`src/rtl/iter_mul_div_pkg.sv`:
```
// Shared types and helpers for the iterative multiply/divide unit.
//   MulDivOp      : operation select (unsigned/signed multiply, unsigned/signed divide)
//   StrcInMulDiv  : request bundle {oper, a, b} at the default CPU width
//   StrcOutMulDiv : response bundle {hi, lo, div_zero} at the default CPU width
//   md_is_div / md_is_signed : operation decode; any unknown code decodes as MD_UMul
package iter_mul_div_pkg;

  localparam int unsigned muldiv_width = 32;

  typedef enum logic [1:0] {
    MD_UMul = 2'd0,
    MD_SMul = 2'd1,
    MD_UDiv = 2'd2,
    MD_SDiv = 2'd3
  } MulDivOp;

  typedef struct packed {
    MulDivOp                 oper;
    logic [muldiv_width-1:0] a;
    logic [muldiv_width-1:0] b;
  } StrcInMulDiv;

  typedef struct packed {
    logic [muldiv_width-1:0] hi;
    logic [muldiv_width-1:0] lo;
    logic                    div_zero;
  } StrcOutMulDiv;

  function automatic logic md_is_div(MulDivOp op);
    case (op)
      MD_UDiv, MD_SDiv: return 1'b1;
      default:          return 1'b0;
    endcase
  endfunction

  function automatic logic md_is_signed(MulDivOp op);
    case (op)
      MD_SMul, MD_SDiv: return 1'b1;
      default:          return 1'b0;
    endcase
  endfunction

endpackage

```
`src/rtl/iter_mul_div_if.sv`:
```
// Request/response bundle between the execute-stage control and the mul/div unit.
//   master : control side, drives flush, request (in_valid/in_oper/in_a/in_b) and out_ready
//   slave  : unit side, drives in_ready, result (out_valid/out_hi/out_lo/out_div_zero), busy
interface iter_mul_div_if
  import iter_mul_div_pkg::*;
#(
  parameter int unsigned WIDTH = 32
) ();

  logic             flush;
  logic             in_valid;
  logic             in_ready;
  MulDivOp          in_oper;
  logic [WIDTH-1:0] in_a;
  logic [WIDTH-1:0] in_b;
  logic             out_valid;
  logic             out_ready;
  logic [WIDTH-1:0] out_hi;
  logic [WIDTH-1:0] out_lo;
  logic             out_div_zero;
  logic             busy;

  modport master (
    output flush, in_valid, in_oper, in_a, in_b, out_ready,
    input  in_ready, out_valid, out_hi, out_lo, out_div_zero, busy
  );

  modport slave (
    input  flush, in_valid, in_oper, in_a, in_b, out_ready,
    output in_ready, out_valid, out_hi, out_lo, out_div_zero, busy
  );

endinterface

```
`src/rtl/iter_mul_div_step.sv`:
```
// One combinational radix-2 iteration over the {acc, lo} working pair.
//   is_div_i : 1 = restoring-divide step, 0 = shift-add multiply step
//   acc_i/o  : upper half (partial product / partial remainder)
//   lo_i/o   : lower half (multiplier bits / dividend bits becoming quotient)
//   b_i      : multiplicand / divisor magnitude
// The intermediate sum and shifted remainder are WIDTH+1 bits; the stored acc always fits
// in WIDTH bits because a remainder is always below the divisor.
module iter_mul_div_step #(
  parameter int unsigned WIDTH = 32
) (
  input  logic             is_div_i,
  input  logic [WIDTH-1:0] acc_i,
  input  logic [WIDTH-1:0] lo_i,
  input  logic [WIDTH-1:0] b_i,
  output logic [WIDTH-1:0] acc_o,
  output logic [WIDTH-1:0] lo_o
);

  logic [WIDTH:0]   sum;
  logic [WIDTH:0]   shl;
  logic [WIDTH-1:0] diff;

  always_comb begin
    // Multiply: add b when the current multiplier LSB is set, then shift {sum, lo} right.
    sum  = {1'b0, acc_i} + (lo_i[0] ? {1'b0, b_i} : '0);
    // Divide: shift the next dividend bit into the partial remainder and trial-subtract.
    shl  = {acc_i, lo_i[WIDTH-1]};
    diff = shl[WIDTH-1:0] - b_i;
    if (is_div_i) begin
      if (shl >= {1'b0, b_i}) begin
        acc_o = diff;
        lo_o  = {lo_i[WIDTH-2:0], 1'b1};
      end else begin
        acc_o = shl[WIDTH-1:0];
        lo_o  = {lo_i[WIDTH-2:0], 1'b0};
      end
    end else begin
      acc_o = sum[WIDTH:1];
      lo_o  = {sum[0], lo_i[WIDTH-1:1]};
    end
  end

endmodule

```
`src/rtl/iter_mul_div.sv`:
```
// Multi-cycle integer multiply/divide unit, one bit per clock.
//   clk, rst : clock and asynchronous active-high reset
//   bus      : slave side of iter_mul_div_if (request, result, flush, busy)
// Signed operands are reduced to magnitudes at accept; the sign fix-up (and the divide-by-zero
// override) is applied in one extra RUN cycle after the last iteration, so a result appears
// WIDTH+1 edges after accept (2 edges for a fast divide-by-zero).
module iter_mul_div
  import iter_mul_div_pkg::*;
#(
  parameter int unsigned WIDTH     = 32,
  parameter bit          FAST_DIV0 = 1'b1
) (
  input logic           clk,
  input logic           rst,
  iter_mul_div_if.slave bus
);

  localparam int unsigned CntW = $clog2(WIDTH);

  typedef enum logic [1:0] {StIdle, StRun, StDone} md_state_e;

  md_state_e        state_q, state_d;
  logic [CntW-1:0]  cnt_q, cnt_d;
  logic             fix_q, fix_d;  // iterations finished, next RUN edge applies fix-up
  logic             is_div_q, is_div_d;
  logic             neg_a_q, neg_a_d;
  logic             neg_b_q, neg_b_d;
  logic             div0_q, div0_d;
  logic [WIDTH-1:0] acc_q, acc_d;
  logic [WIDTH-1:0] lo_q, lo_d;
  logic [WIDTH-1:0] b_q, b_d;
  logic [WIDTH-1:0] a_q, a_d;      // raw dividend, returned as remainder on divide-by-zero
  logic [WIDTH-1:0] res_hi_q, res_hi_d;
  logic [WIDTH-1:0] res_lo_q, res_lo_d;
  logic             res_dz_q, res_dz_d;
  logic             in_ready_q, in_ready_d;
  logic             out_valid_q, out_valid_d;
  logic             busy_q, busy_d;

  logic             op_div, op_sgn, in_a_neg, in_b_neg, in_div0;
  logic [WIDTH-1:0] a_mag, b_mag;
  logic [WIDTH-1:0] acc_step, lo_step;
  logic [2*WIDTH-1:0] prod, prod_fix;
  logic [WIDTH-1:0] q_fix, r_fix;

  iter_mul_div_step #(
    .WIDTH(WIDTH)
  ) u_step (
    .is_div_i(is_div_q),
    .acc_i   (acc_q),
    .lo_i    (lo_q),
    .b_i     (b_q),
    .acc_o   (acc_step),
    .lo_o    (lo_step)
  );

  always_comb begin
    op_div   = md_is_div(bus.in_oper);
    op_sgn   = md_is_signed(bus.in_oper);
    in_a_neg = op_sgn & bus.in_a[WIDTH-1];
    in_b_neg = op_sgn & bus.in_b[WIDTH-1];
    in_div0  = op_div & (bus.in_b == '0);
    // MIN maps to itself, which is its correct unsigned magnitude.
    a_mag    = in_a_neg ? (~bus.in_a + 1'b1) : bus.in_a;
    b_mag    = in_b_neg ? (~bus.in_b + 1'b1) : bus.in_b;

    prod     = {acc_q, lo_q};
    prod_fix = (neg_a_q ^ neg_b_q) ? (~prod + 1'b1) : prod;
    q_fix    = (neg_a_q ^ neg_b_q) ? (~lo_q + 1'b1) : lo_q;
    r_fix    = neg_a_q ? (~acc_q + 1'b1) : acc_q;
  end

  always_comb begin
    state_d  = state_q;
    cnt_d    = cnt_q;
    fix_d    = fix_q;
    is_div_d = is_div_q;
    neg_a_d  = neg_a_q;
    neg_b_d  = neg_b_q;
    div0_d   = div0_q;
    acc_d    = acc_q;
    lo_d     = lo_q;
    b_d      = b_q;
    a_d      = a_q;
    res_hi_d = res_hi_q;
    res_lo_d = res_lo_q;
    res_dz_d = res_dz_q;

    unique case (state_q)
      StIdle: begin
        if (bus.in_valid) begin
          state_d  = StRun;
          is_div_d = op_div;
          neg_a_d  = in_a_neg;
          neg_b_d  = in_b_neg;
          div0_d   = in_div0;
          acc_d    = '0;
          lo_d     = a_mag;
          b_d      = b_mag;
          a_d      = bus.in_a;
          fix_d    = 1'b0;
          cnt_d    = (FAST_DIV0 && in_div0) ? '0 : CntW'(WIDTH - 1);
        end
      end
      StRun: begin
        if (fix_q) begin
          state_d = StDone;
          if (div0_q) begin
            res_hi_d = a_q;
            res_lo_d = '1;
            res_dz_d = 1'b1;
          end else if (is_div_q) begin
            res_hi_d = r_fix;
            res_lo_d = q_fix;
            res_dz_d = 1'b0;
          end else begin
            res_hi_d = prod_fix[2*WIDTH-1:WIDTH];
            res_lo_d = prod_fix[WIDTH-1:0];
            res_dz_d = 1'b0;
          end
        end else begin
          acc_d = acc_step;
          lo_d  = lo_step;
          if (cnt_q == '0) begin
            fix_d = 1'b1;
          end else begin
            cnt_d = cnt_q - 1'b1;
          end
        end
      end
      StDone: begin
        if (bus.out_ready) begin
          state_d = StIdle;
        end
      end
      default: state_d = StIdle;
    endcase

    // Flush overrides everything, including a same-edge accept.
    if (bus.flush) begin
      state_d  = StIdle;
      fix_d    = 1'b0;
      res_hi_d = '0;
      res_lo_d = '0;
      res_dz_d = 1'b0;
    end

    in_ready_d  = (state_d == StIdle);
    out_valid_d = (state_d == StDone);
    busy_d      = (state_d == StRun);
  end

  always_ff @(posedge clk or posedge rst) begin
    if (rst) begin
      state_q     <= StIdle;
      cnt_q       <= '0;
      fix_q       <= 1'b0;
      is_div_q    <= 1'b0;
      neg_a_q     <= 1'b0;
      neg_b_q     <= 1'b0;
      div0_q      <= 1'b0;
      acc_q       <= '0;
      lo_q        <= '0;
      b_q         <= '0;
      a_q         <= '0;
      res_hi_q    <= '0;
      res_lo_q    <= '0;
      res_dz_q    <= 1'b0;
      in_ready_q  <= 1'b1;
      out_valid_q <= 1'b0;
      busy_q      <= 1'b0;
    end else begin
      state_q     <= state_d;
      cnt_q       <= cnt_d;
      fix_q       <= fix_d;
      is_div_q    <= is_div_d;
      neg_a_q     <= neg_a_d;
      neg_b_q     <= neg_b_d;
      div0_q      <= div0_d;
      acc_q       <= acc_d;
      lo_q        <= lo_d;
      b_q         <= b_d;
      a_q         <= a_d;
      res_hi_q    <= res_hi_d;
      res_lo_q    <= res_lo_d;
      res_dz_q    <= res_dz_d;
      in_ready_q  <= in_ready_d;
      out_valid_q <= out_valid_d;
      busy_q      <= busy_d;
    end
  end

  assign bus.in_ready     = in_ready_q;
  assign bus.out_valid    = out_valid_q;
  assign bus.busy         = busy_q;
  assign bus.out_hi       = res_hi_q;
  assign bus.out_lo       = res_lo_q;
  assign bus.out_div_zero = res_dz_q;

endmodule

```
`src/flat_wrapper.sv`:
```
// flat-port wrapper written by rule: the top's interface ports become plain ports
module iter_mul_div_flat import iter_mul_div_pkg::*;
#(
  parameter int unsigned WIDTH     = 32,
  parameter bit          FAST_DIV0 = 1'b1
)
  (clk, rst, bus_flush, bus_in_valid, bus_in_oper, bus_in_a, bus_in_b, bus_out_ready, bus_in_ready, bus_out_valid, bus_out_hi, bus_out_lo, bus_out_div_zero, bus_busy);
  iter_mul_div_if #(.WIDTH(WIDTH)) bus_i ();
  input logic clk;
  input logic rst;
  input wire logic [$bits(bus_i.flush)-1:0] bus_flush;
  input wire logic [$bits(bus_i.in_valid)-1:0] bus_in_valid;
  input wire logic [$bits(bus_i.in_oper)-1:0] bus_in_oper;
  input wire logic [$bits(bus_i.in_a)-1:0] bus_in_a;
  input wire logic [$bits(bus_i.in_b)-1:0] bus_in_b;
  input wire logic [$bits(bus_i.out_ready)-1:0] bus_out_ready;
  output wire logic [$bits(bus_i.in_ready)-1:0] bus_in_ready;
  output wire logic [$bits(bus_i.out_valid)-1:0] bus_out_valid;
  output wire logic [$bits(bus_i.out_hi)-1:0] bus_out_hi;
  output wire logic [$bits(bus_i.out_lo)-1:0] bus_out_lo;
  output wire logic [$bits(bus_i.out_div_zero)-1:0] bus_out_div_zero;
  output wire logic [$bits(bus_i.busy)-1:0] bus_busy;
  assign bus_i.flush = bus_flush;
  assign bus_i.in_valid = bus_in_valid;
  assign bus_i.in_oper = bus_in_oper;
  assign bus_i.in_a = bus_in_a;
  assign bus_i.in_b = bus_in_b;
  assign bus_i.out_ready = bus_out_ready;
  assign bus_in_ready = bus_i.in_ready;
  assign bus_out_valid = bus_i.out_valid;
  assign bus_out_hi = bus_i.out_hi;
  assign bus_out_lo = bus_i.out_lo;
  assign bus_out_div_zero = bus_i.out_div_zero;
  assign bus_busy = bus_i.busy;
  iter_mul_div #(.WIDTH(WIDTH), .FAST_DIV0(FAST_DIV0)) u_core (.clk(clk), .rst(rst), .bus(bus_i));
endmodule
```
`config.mk`:
```
export PLATFORM = sky130hd
export DESIGN_NAME = iter_mul_div_flat
export DESIGN_NICKNAME = d
export VERILOG_FILES = /design/src/rtl/iter_mul_div_pkg.sv /design/src/rtl/iter_mul_div_if.sv /design/src/rtl/iter_mul_div_step.sv /design/src/rtl/iter_mul_div.sv /design/src/flat_wrapper.sv
export SDC_FILE = /design/constraint.sdc
export NUM_CORES = 1
export LEC_CHECK = 0
export CORE_MARGIN = 2
export CORE_UTILIZATION = 52
export CTS_CLUSTER_DIAMETER = 100
export DETAILED_ROUTE_END_ITERATION = 10
export PLACE_DENSITY = 0.73
export SETUP_SLACK_MARGIN = 0.05
export SLEW_MARGIN = 15
export SYNTH_ARGS = -nofsm -noshare
export SYNTH_HDL_FRONTEND = slang
export SYNTH_HIERARCHICAL = 1
export SYNTH_SLANG_ARGS = --single-unit
```
`constraint.sdc`:
```
create_clock -name clk -period 11.9 [get_ports clk]
set_input_delay 2.38 -clock clk [delete_from_list [all_inputs] [get_ports clk]]
set_output_delay 2.38 -clock clk [all_outputs]
set_load 0.01 [all_outputs]
```
==> impl_metrics.ini, run 1 <==
[placement]
io_buffers = 138
hpwl_um = 36220
gp_routability_congestion = 0.9459
place_ws_ns = 6.374

[pwr]
p_switching_mw = 1.906
seq_power_share = 0.267
p_leak_nw = 8.161
power_density_mw_per_mm2 = 224.9
combPwrFrac = 0.542
p_sw_frac = 0.4561
pwr-share-clk = 0.190
intPower_mw = 2.272
ir_worst_vdd_mv = 0.1307

[logic_synthesis]
ys_seq_elements = 208
synth_edf_count = 0
synthTopCellsByArea = dfrtp_1 (32%), xnor2_1 (6.2%), nand2_1 (5.9%)
synth_area_leader_cell = dfrtp_1
synth_seq_area_share = 0.3246
synth_cell_types = 95
yosysMostFrequentCell = nand2_1
netlist_instances = 1946
synthesis.area_mm2 = 0.01604
netlist.area_leader.share = 0.3230
syn_avg_cell_area_um2 = 8.242
yosysWarnings = 6
async_flop_share = 1.000
synth_nets = 2089
synthTopCellsByCount = nand2_1 (252), dfrtp_1 (207), o21ai_0 (188)
ys.flop_type = dfrtp_1

[die]
ios = 139
dieArea_mm2 = 0.03227
fp.dieW_um = 179.6
die_h_um = 179.6
row_count = 64
start_util = 0.5257
core_area_mm2 = 0.03051

[critical_path]
cp-end-kind = register
worstPathMaxFanout = 5
worstPathRequired_ns = 12.26
reg2reg_depth = 13
cp.arrival_ns = 5.42
cp-start-kind = primary input
worstSetupPathType = in2reg

[finish]
nets = 2174
area_growth_pct = 15.80
fill_cells = 2675
regArea_mm2 = 0.005207
multi_input_area_mm2 = 0.01023
diodes = 0
final_layout_size_suffix_gt1_frac = 0.07077

[sta]
setup_tns_ns = 0
relSlewSlack = 0.1989
finClkSkew_ns = 0.01802
max_freq_mhz = 197.7
setup_violations = 0
worst_pin_slew_ns = 1.202
fin_crit_ns = 5.057
period_share = 0.4250
finalHoldViolCount = 0
slew_viol_final = 0
hold_slack_ns = 0.4703
layout_setup_ws_ns = 6.843
grt_setup_unrepaired = false

[clocking]
cts_sinks = 208
path_clk_slew_ns = 0.06
cts_tree = done
postCtsSetupBuffers = 0
clockBufferDepth = 3
htreeDepth = 1
cts_hold_buf = 0
cts_buffers = 25
cts-resized-gates = 0
cts-root-buf = clkbuf_16
insertion_delay_ns = 0.55

[global_route]
grt_busiest_layer = met2
grt_pass1_wl_um = 79450
grtUsageMet1 = 0.3908
grt_max_degree = 115
gr-total-overflow = 0
antenna_found_initial = 0
grt_use_met3 = 0.03181
met2_usage = 0.5205
first_global_vias = 14692
grt_usage = 0.2993

[drt]
wl_per_cell_um = 20.24
first_pass_iters = 8
drc = 0
via_per_inst = 6.298
routed_wl_um = 49480
drt_iter0_markers = 1718
vias = 15399
ant_nets = 0

[worst_hold_path]
whs_path_depth = 2
hp-class = reg2reg

[flow_run]
cap_viol_max_count = 0

[status]
status = complete, no violations
==> power by group through the flow <==
stage          combinational, mW  sequential (mW)  clock, mW
4_1_cts                     2.22             1.11      0.804
2_1_floorplan               1.76             1.00          0
6_report                    2.27             1.12      0.795
3_5_place_dp                2.21             1.12          0
5_1_grt                     2.48             1.14      0.833
3_3_place_gp                2.18             1.11          0
==> placed cells by master, fill, tap and decap left out, drive strengths merged, types with 31 or more instances in the layout <==
cell type | Yosys | routed
a21o | 41 | 41
a21oi | 142 | 142
a22o | 32 | 32
a22oi | 34 | 34
and2 | 41 | 41
clkbuf | 86 | 36
clkdlybuf4s50 | 0 | 138
dfrtp | 207 | 207
ha | 70 | 70
inv | 70 | 71
mux2 | 32 | 32
nand2 | 252 | 252
nand3 | 42 | 42
nor2 | 127 | 127
nor3 | 48 | 48
nor4 | 31 | 31
o21ai | 195 | 195
xnor2 | 114 | 114
xor2 | 44 | 44
==> worst max-delay path, stage by stage <==
cell and delay (ns):
clkdlybuf4s50_1 0.47, or3_1 0.45, nor4_1 0.70, nand4bb_1 0.54, o21ai_0 0.63, o311ai_0 0.25
==> logic make-up (layout without fill, tap and decap cells) <==
family / Yosys count / count (layout) / synth area share
simple gates: 666 / 666 / 0.2062
compound gates: 615 / 615 / 0.2462
flops: 208 / 208 / 0.3246
buf+inv: 168 / 271 / 0.04033
xor+xnor: 158 / 158 / 0.08628
fa+ha+maj: 72 / 72 / 0.05710
mux: 59 / 59 / 0.03932
==> routing by layer <==
layer / vias up / part of all wire
li1: 7258 / -
met2: 643 / 0.49
met3: 103 / 0.060
met4: 0 / 0.034
met5: - / 0
met1: 7395 / 0.42
==> final timing paths <==
check / startpoint / to / slack, ns
worst min-delay path: u_core/bus.out_lo[22]$_DFFE_PP0P_ / u_core/bus.out_lo[22]$_DFFE_PP0P_ / 0.47
min in group asynchronous: rst / u_core/lo_q[10]$_DFFE_PP0P_ / 2.29
worst min register to register: u_core/bus.out_lo[22]$_DFFE_PP0P_ / u_core/bus.out_lo[22]$_DFFE_PP0P_ / 0.47
worst max register to register: u_core/lo_q[31]$_DFFE_PP0P_ / u_core/acc_q[29]$_DFFE_PP0P_ / 7.50
max in group asynchronous: rst / u_core/is_div_q$_DFFE_PP0P_ / 8.21
worst max-delay path: bus_in_b[9] / u_core/cnt_q[1]$_DFFE_PP0P_ / 6.84
==> area by class of cell <==
type	instances	area share
clock inverters	9	0.007612
repair buffers	156	0.08164
flip-flops and latches	208	0.2804
multi-input cells	1570	0.5506
well taps	396	0.02668
clock buffers	36	0.03860
inverters	70	0.01455
==> through the flow <==
step / power (mW) / utilization / instance area, um^2 / cells
floorplan: 2.757 / - / 16040 / 1946
global placement: 3.293 / 0.5804 / 17710 / 2400
detailed placement: 3.326 / 0.5804 / 17710 / 2400
CTS: 4.133 / 0.6085 / 18570 / 2445
global route: 4.455 / 0.6088 / 18570 / 2445
finish: 4.178 / 0.6088 / 18570 / 2445
==> state kept, by name, summed over array words and instances, names as in the netlist, 2 cells and up <==
signal / cells
u_core/a_q: 32
u_core/acc_q: 32
u_core/b_q: 32
u_core/bus.out_hi: 32
u_core/bus.out_lo: 32
u_core/cnt_q: 5
u_core/lo_q: 32
u_core/state_q: 2
Power figures use the tool's default switching activity.
==> inputs of run 2 (changes only) <==
PLACE_DENSITY = 0.76   (was 0.73)
clock period = 4.25 ns   (was 11.9 ns; I/O delays follow)
==> impl_metrics.ini, run 2 (synthesis results as in run 1) <==
[status]
status = complete, no violations

[sta]
grt_setup_unrepaired = false
worst_pin_slew_ns = 0.9824
slew_viol_final = 0
setup_violations = 0
finClkSkew_ns = 0.01959
finalHoldViolCount = 0
fin_crit_ns = 3.960
max_freq_mhz = 252.5
layout_setup_ws_ns = 0.2898
relSlewSlack = 0.3435
setup_tns_ns = 0
period_share = 0.9318

[placement]
hpwl_um = 38190
io_buffers = 138
place_ws_ns = 0.3438
gp_routability_congestion = 0.9758

[clocking]
cts_hold_buf = 0
htreeDepth = 1
cts-resized-gates = 0
clockBufferDepth = 3
cts_buffers = 25
path_clk_slew_ns = 0.06
cts_tree = done
cts-root-buf = clkbuf_16
cts_sinks = 208
postCtsSetupBuffers = 0
insertion_delay_ns = 0.53

[die]
start_util = 0.5257
fp.dieW_um = 179.6
ios = 139
die_h_um = 179.6
dieArea_mm2 = 0.03227
core_area_mm2 = 0.03051
row_count = 64

[finish]
diodes = 0
final_util = 0.6160
final_cell_mix = nand2_1 (251), dfrtp_1 (206), o21ai_0 (188)
regArea_mm2 = 0.005207
multi_input_area_mm2 = 0.01022
nets = 2206
fill_cells = 2656
area_growth_pct = 17.18
layout_commonest_cell = nand2_1
final_layout_size_suffix_gt1_frac = 0.08506

[global_route]
grt_usage = 0.3142
gr-total-overflow = 0
antenna_found_initial = 0
grt_max_degree = 116
grt_pass1_wl_um = 83160
first_global_vias = 15143

[critical_path]
reg2reg_setup_slack_ns = 0.29
reg2reg_depth = 13
critPathCapture = u_core/acc_q[30]$_DFFE_PP0P_
r2r_end = u_core/acc_q[30]$_DFFE_PP0P_
worstPathRequired_ns = 4.72
cp-end-kind = register
cp.arrival_ns = 4.43
cp-startpoint = u_core/lo_q[0]$_DFFE_PP0P_
cp-start-kind = register
worstReg2RegStart = u_core/lo_q[0]$_DFFE_PP0P_
worstPathMaxFanout = 12
worstSetupPathType = reg2reg

[pwr]
combPwrFrac = 0.571
intPower_mw = 6.458
ir_worst_vdd_mv = 0.3444
power_density_mw_per_mm2 = 637.0
pwr-share-clk = 0.181
p_sw_frac = 0.4606
p_leak_nw = 8.307
p_switching_mw = 5.515
seq_power_share = 0.248

[drt]
wl_per_cell_um = 20.86
ant_nets = 0
drt_iter0_markers = 1321
via_per_inst = 6.304
routed_wl_um = 51660
vias = 15615
first_pass_iters = 6
drc = 0

[worst_hold_path]
hp-class = reg2reg
hp-start = u_core/bus.out_lo[20]$_DFFE_PP0P_

[flow_run]
cap_viol_max_count = 0
## run 2: layer usage
metal,routed length (um),GRT usage,part of all wire
met3,3713,0.04011,0.072
met4,2347,0.1350,0.045
met2,24180,0.5211,0.47
met1,21430,0.4139,0.41
met5,0,0,0
## run 2: cell type report
cell class | instances | share of cell area
Inverter | 70 | 0.01418
Timing Repair Buffer | 188 | 0.09547
Clock buffer | 33 | 0.03542
Clock inverter | 12 | 0.007723
Sequential cell | 208 | 0.2771
Tap cell | 396 | 0.02636
Multi-Input combinational cell | 1570 | 0.5438
## run 2: metrics by stage
step | hold WS, ns | power, mW | area, um^2 | instances
after floorplan | 0.4465 | 7.720 | 16040 | 1946
after global placement | 0.4520 | 9.582 | 17980 | 2432
after detailed placement | 0.4550 | 9.648 | 17980 | 2432
after CTS | 0.4675 | 11.86 | 18790 | 2477
after global routing | 0.4916 | 12.76 | 18790 | 2477
final | 0.4631 | 11.97 | 18790 | 2477
## run 2: power by group through the flow
stage / registers [mW] / clock network, mW / logic, mW
global route: 3.02 / 2.27 / 7.47
CTS: 2.95 / 2.20 / 6.71
floorplan: 2.80 / 0 / 4.92
detailed placement: 2.98 / 0 / 6.67
global placement: 2.97 / 0 / 6.61
finish: 2.97 / 2.17 / 6.84
## run 2: worst min path at each step
stage | endpoint | slack, ns | depth (start not counted)
floorplan | u_core/a_q[10]$_DFFE_PP0P_ | 0.45 | 2
global placement | u_core/bus.out_lo[20]$_DFFE_PP0P_ | 0.45 | 2
detailed placement | u_core/bus.out_lo[20]$_DFFE_PP0P_ | 0.46 | 2
CTS | u_core/bus.out_lo[20]$_DFFE_PP0P_ | 0.47 | 2
global route | u_core/a_q[4]$_DFFE_PP0P_ | 0.49 | 2
finish | u_core/bus.out_lo[20]$_DFFE_PP0P_ | 0.46 | 2
## run 2: critical path, stage by stage (launching register included)
cell and delay, ns:
dfrtp_1 0.53, buf_4 0.25, and2_1 0.14, ha_1 0.35
and3_1 0.22, o21a_1 0.15, a21oi_1 0.09, a211oi_1 0.64
a31oi_1 0.26, o31ai_1 0.31, mux2_2 0.38, a211o_1 0.27
o21ai_0 0.15, a22o_1 0.15
==> inputs of run 3 (changes only) <==
CORE_UTILIZATION = 55   (was 52)
SKIP_CTS_REPAIR_TIMING = 1   (was default)
clock period = 4.3 ns   (was 4.25 ns; I/O delays follow)
==> impl_metrics.ini, run 3 (synthesis results as in run 1) <==
[global_route]
first_global_vias = 15233
antenna_found_initial = 1
gr-total-overflow = 0
grt_usage = 0.3492
grt_pass1_wl_um = 84480
grt_max_degree = 115

[pwr]
pwr-share-clk = 0.193
seq_power_share = 0.241
p_sw_frac = 0.4636
ir_worst_vdd_mv = 0.3349
p_switching_mw = 5.670
intPower_mw = 6.561
combPwrFrac = 0.566
power_density_mw_per_mm2 = 647.1
p_leak_nw = 8.366

[sta]
slew_viol_final = 0
max_freq_mhz = 260.3
finalHoldViolCount = 0
worst_pin_slew_ns = 1.193
period_share = 0.8934
relSlewSlack = 0.1964
layout_setup_ws_ns = 0.4582
setup_tns_ns = 0
fin_crit_ns = 3.842
grt_setup_unrepaired = false
setup_violations = 0
finClkSkew_ns = 0.02461

[clocking]
clockBufferDepth = 3
cts_tree = done
cts-root-buf = clkbuf_16
cts_buffers = 26
insertion_delay_ns = 0.56
cts_sinks = 208
htreeDepth = 1
path_clk_slew_ns = 0.06

[die]
die_h_um = 174.8
start_util = 0.5588
row_count = 62
core_area_mm2 = 0.02870
fp.dieW_um = 174.8
dieArea_mm2 = 0.03054
ios = 139

[critical_path]
cp-start-kind = register
worstSetupPathType = reg2reg
worstPathMaxFanout = 28
reg2reg_setup_slack_ns = 0.46
cp-end-kind = register
crit_chain = buf_4 -> and2_1 -> ha_1 -> a21oi_1 -> o21ai_0 -> a22oi_1 -> nand4b_1 -> a31oi_1 -> o31ai_1 -> mux2_2 -> a211o_1 -> o21ai_0 -> a22o_1
cp_slowest_cell = dfrtp_1
max_stage_delay_ns = 0.49
crit_top_cell = o21ai_0
worstPathRequired_ns = 4.78
cp.arrival_ns = 4.32

[drt]
first_pass_iters = 6
vias = 15676
drt_iter0_markers = 1288
routed_wl_um = 54110
drc = 0
wl_per_cell_um = 21.93
via_per_inst = 6.354
ant_nets = 0

[finish]
final_layout_size_suffix_gt1_frac = 0.08737
diodes = 0
nets = 2206
final_cell_mix = nand2_1 (251), dfrtp_1 (206), o21ai_0 (188)
fill_cells = 2389
area_growth_pct = 17.85
layout_commonest_cell = nand2_1

[placement]
place_ws_ns = 0.3995
gp_routability_congestion = 0.9368
io_buffers = 138
hpwl_um = 39890

[worst_hold_path]
hp-class = reg2reg

[status]
status = complete, no violations

[flow_run]
cap_viol_max_count = 0
## run 3: path summary, 6_finish.rpt
| kind | from | to | cells after the start |
|---|---|---|---|
| setup / recovery | u_core/lo_q[0]$_DFFE_PP0P_ | u_core/acc_q[30]$_DFFE_PP0P_ | 13 |
| hold / removal | u_core/bus.out_lo[9]$_DFFE_PP0P_ | u_core/bus.out_lo[9]$_DFFE_PP0P_ | 2 |
| setup reg to reg | u_core/lo_q[0]$_DFFE_PP0P_ | u_core/acc_q[30]$_DFFE_PP0P_ | 13 |
| hold reg to reg | u_core/bus.out_lo[9]$_DFFE_PP0P_ | u_core/bus.out_lo[9]$_DFFE_PP0P_ | 2 |
| max in group asynchronous | rst | u_core/b_q[25]$_DFFE_PP0P_ | 3 |
| min in group asynchronous | rst | u_core/a_q[11]$_DFFE_PP0P_ | 2 |
## run 3: power groups by stage
stage	registers [mW]	logic, mW	clock network, mW
CTS	2.92	6.77	2.38
global placement	2.95	6.72	0
detailed placement	2.95	6.73	0
finish	2.95	6.92	2.36
global route	3.00	7.49	2.44
floorplan	2.77	4.86	0
## run 3: layer usage
layer	vias up	track usage	wire length (um)
met3	148	0.03742	3578
li1	7301	-	-
met2	726	0.5955	25920
met5	-	0	0
met4	0	0.1510	2545
met1	7501	0.4506	22060
## run 3: through the flow
stage / util / area, um^2 / instances / total power [mW] / hold slack, ns
floorplan: - / 16040 / 1946 / 7.630 / 0.4465
global placement: 0.6265 / 17980 / 2419 / 9.666 / 0.4521
detailed placement: 0.6265 / 17980 / 2419 / 9.685 / 0.4599
CTS: 0.6585 / 18900 / 2467 / 12.08 / 0.4799
global route: 0.6585 / 18900 / 2467 / 12.93 / 0.4977
finish: 0.6585 / 18900 / 2467 / 12.23 / 0.4782
## run 3: layout make-up
class,instances,area [um^2],area share
tap,384,480.5,0.02542
sequential,208,5207,0.2755
timing repair buffer,187,1812,0.09585
inverter,70,266.5,0.01410
clock buffer,34,730.7,0.03866
clock inverter,14,187.7,0.009929
multi-input combinational,1570,10220,0.5405
## run 3: worst max-delay path: cells and delay by family (launching register included)
kind	cells	cell delay [ns]
AND/OR/NAND/NOR	2	0.39
AO/OA/AOI/OAI	8	1.81
adder cells (fa/ha/maj)	1	0.38
flip-flops	1	0.49
buffers and inverters	1	0.30
multiplexers	1	0.39
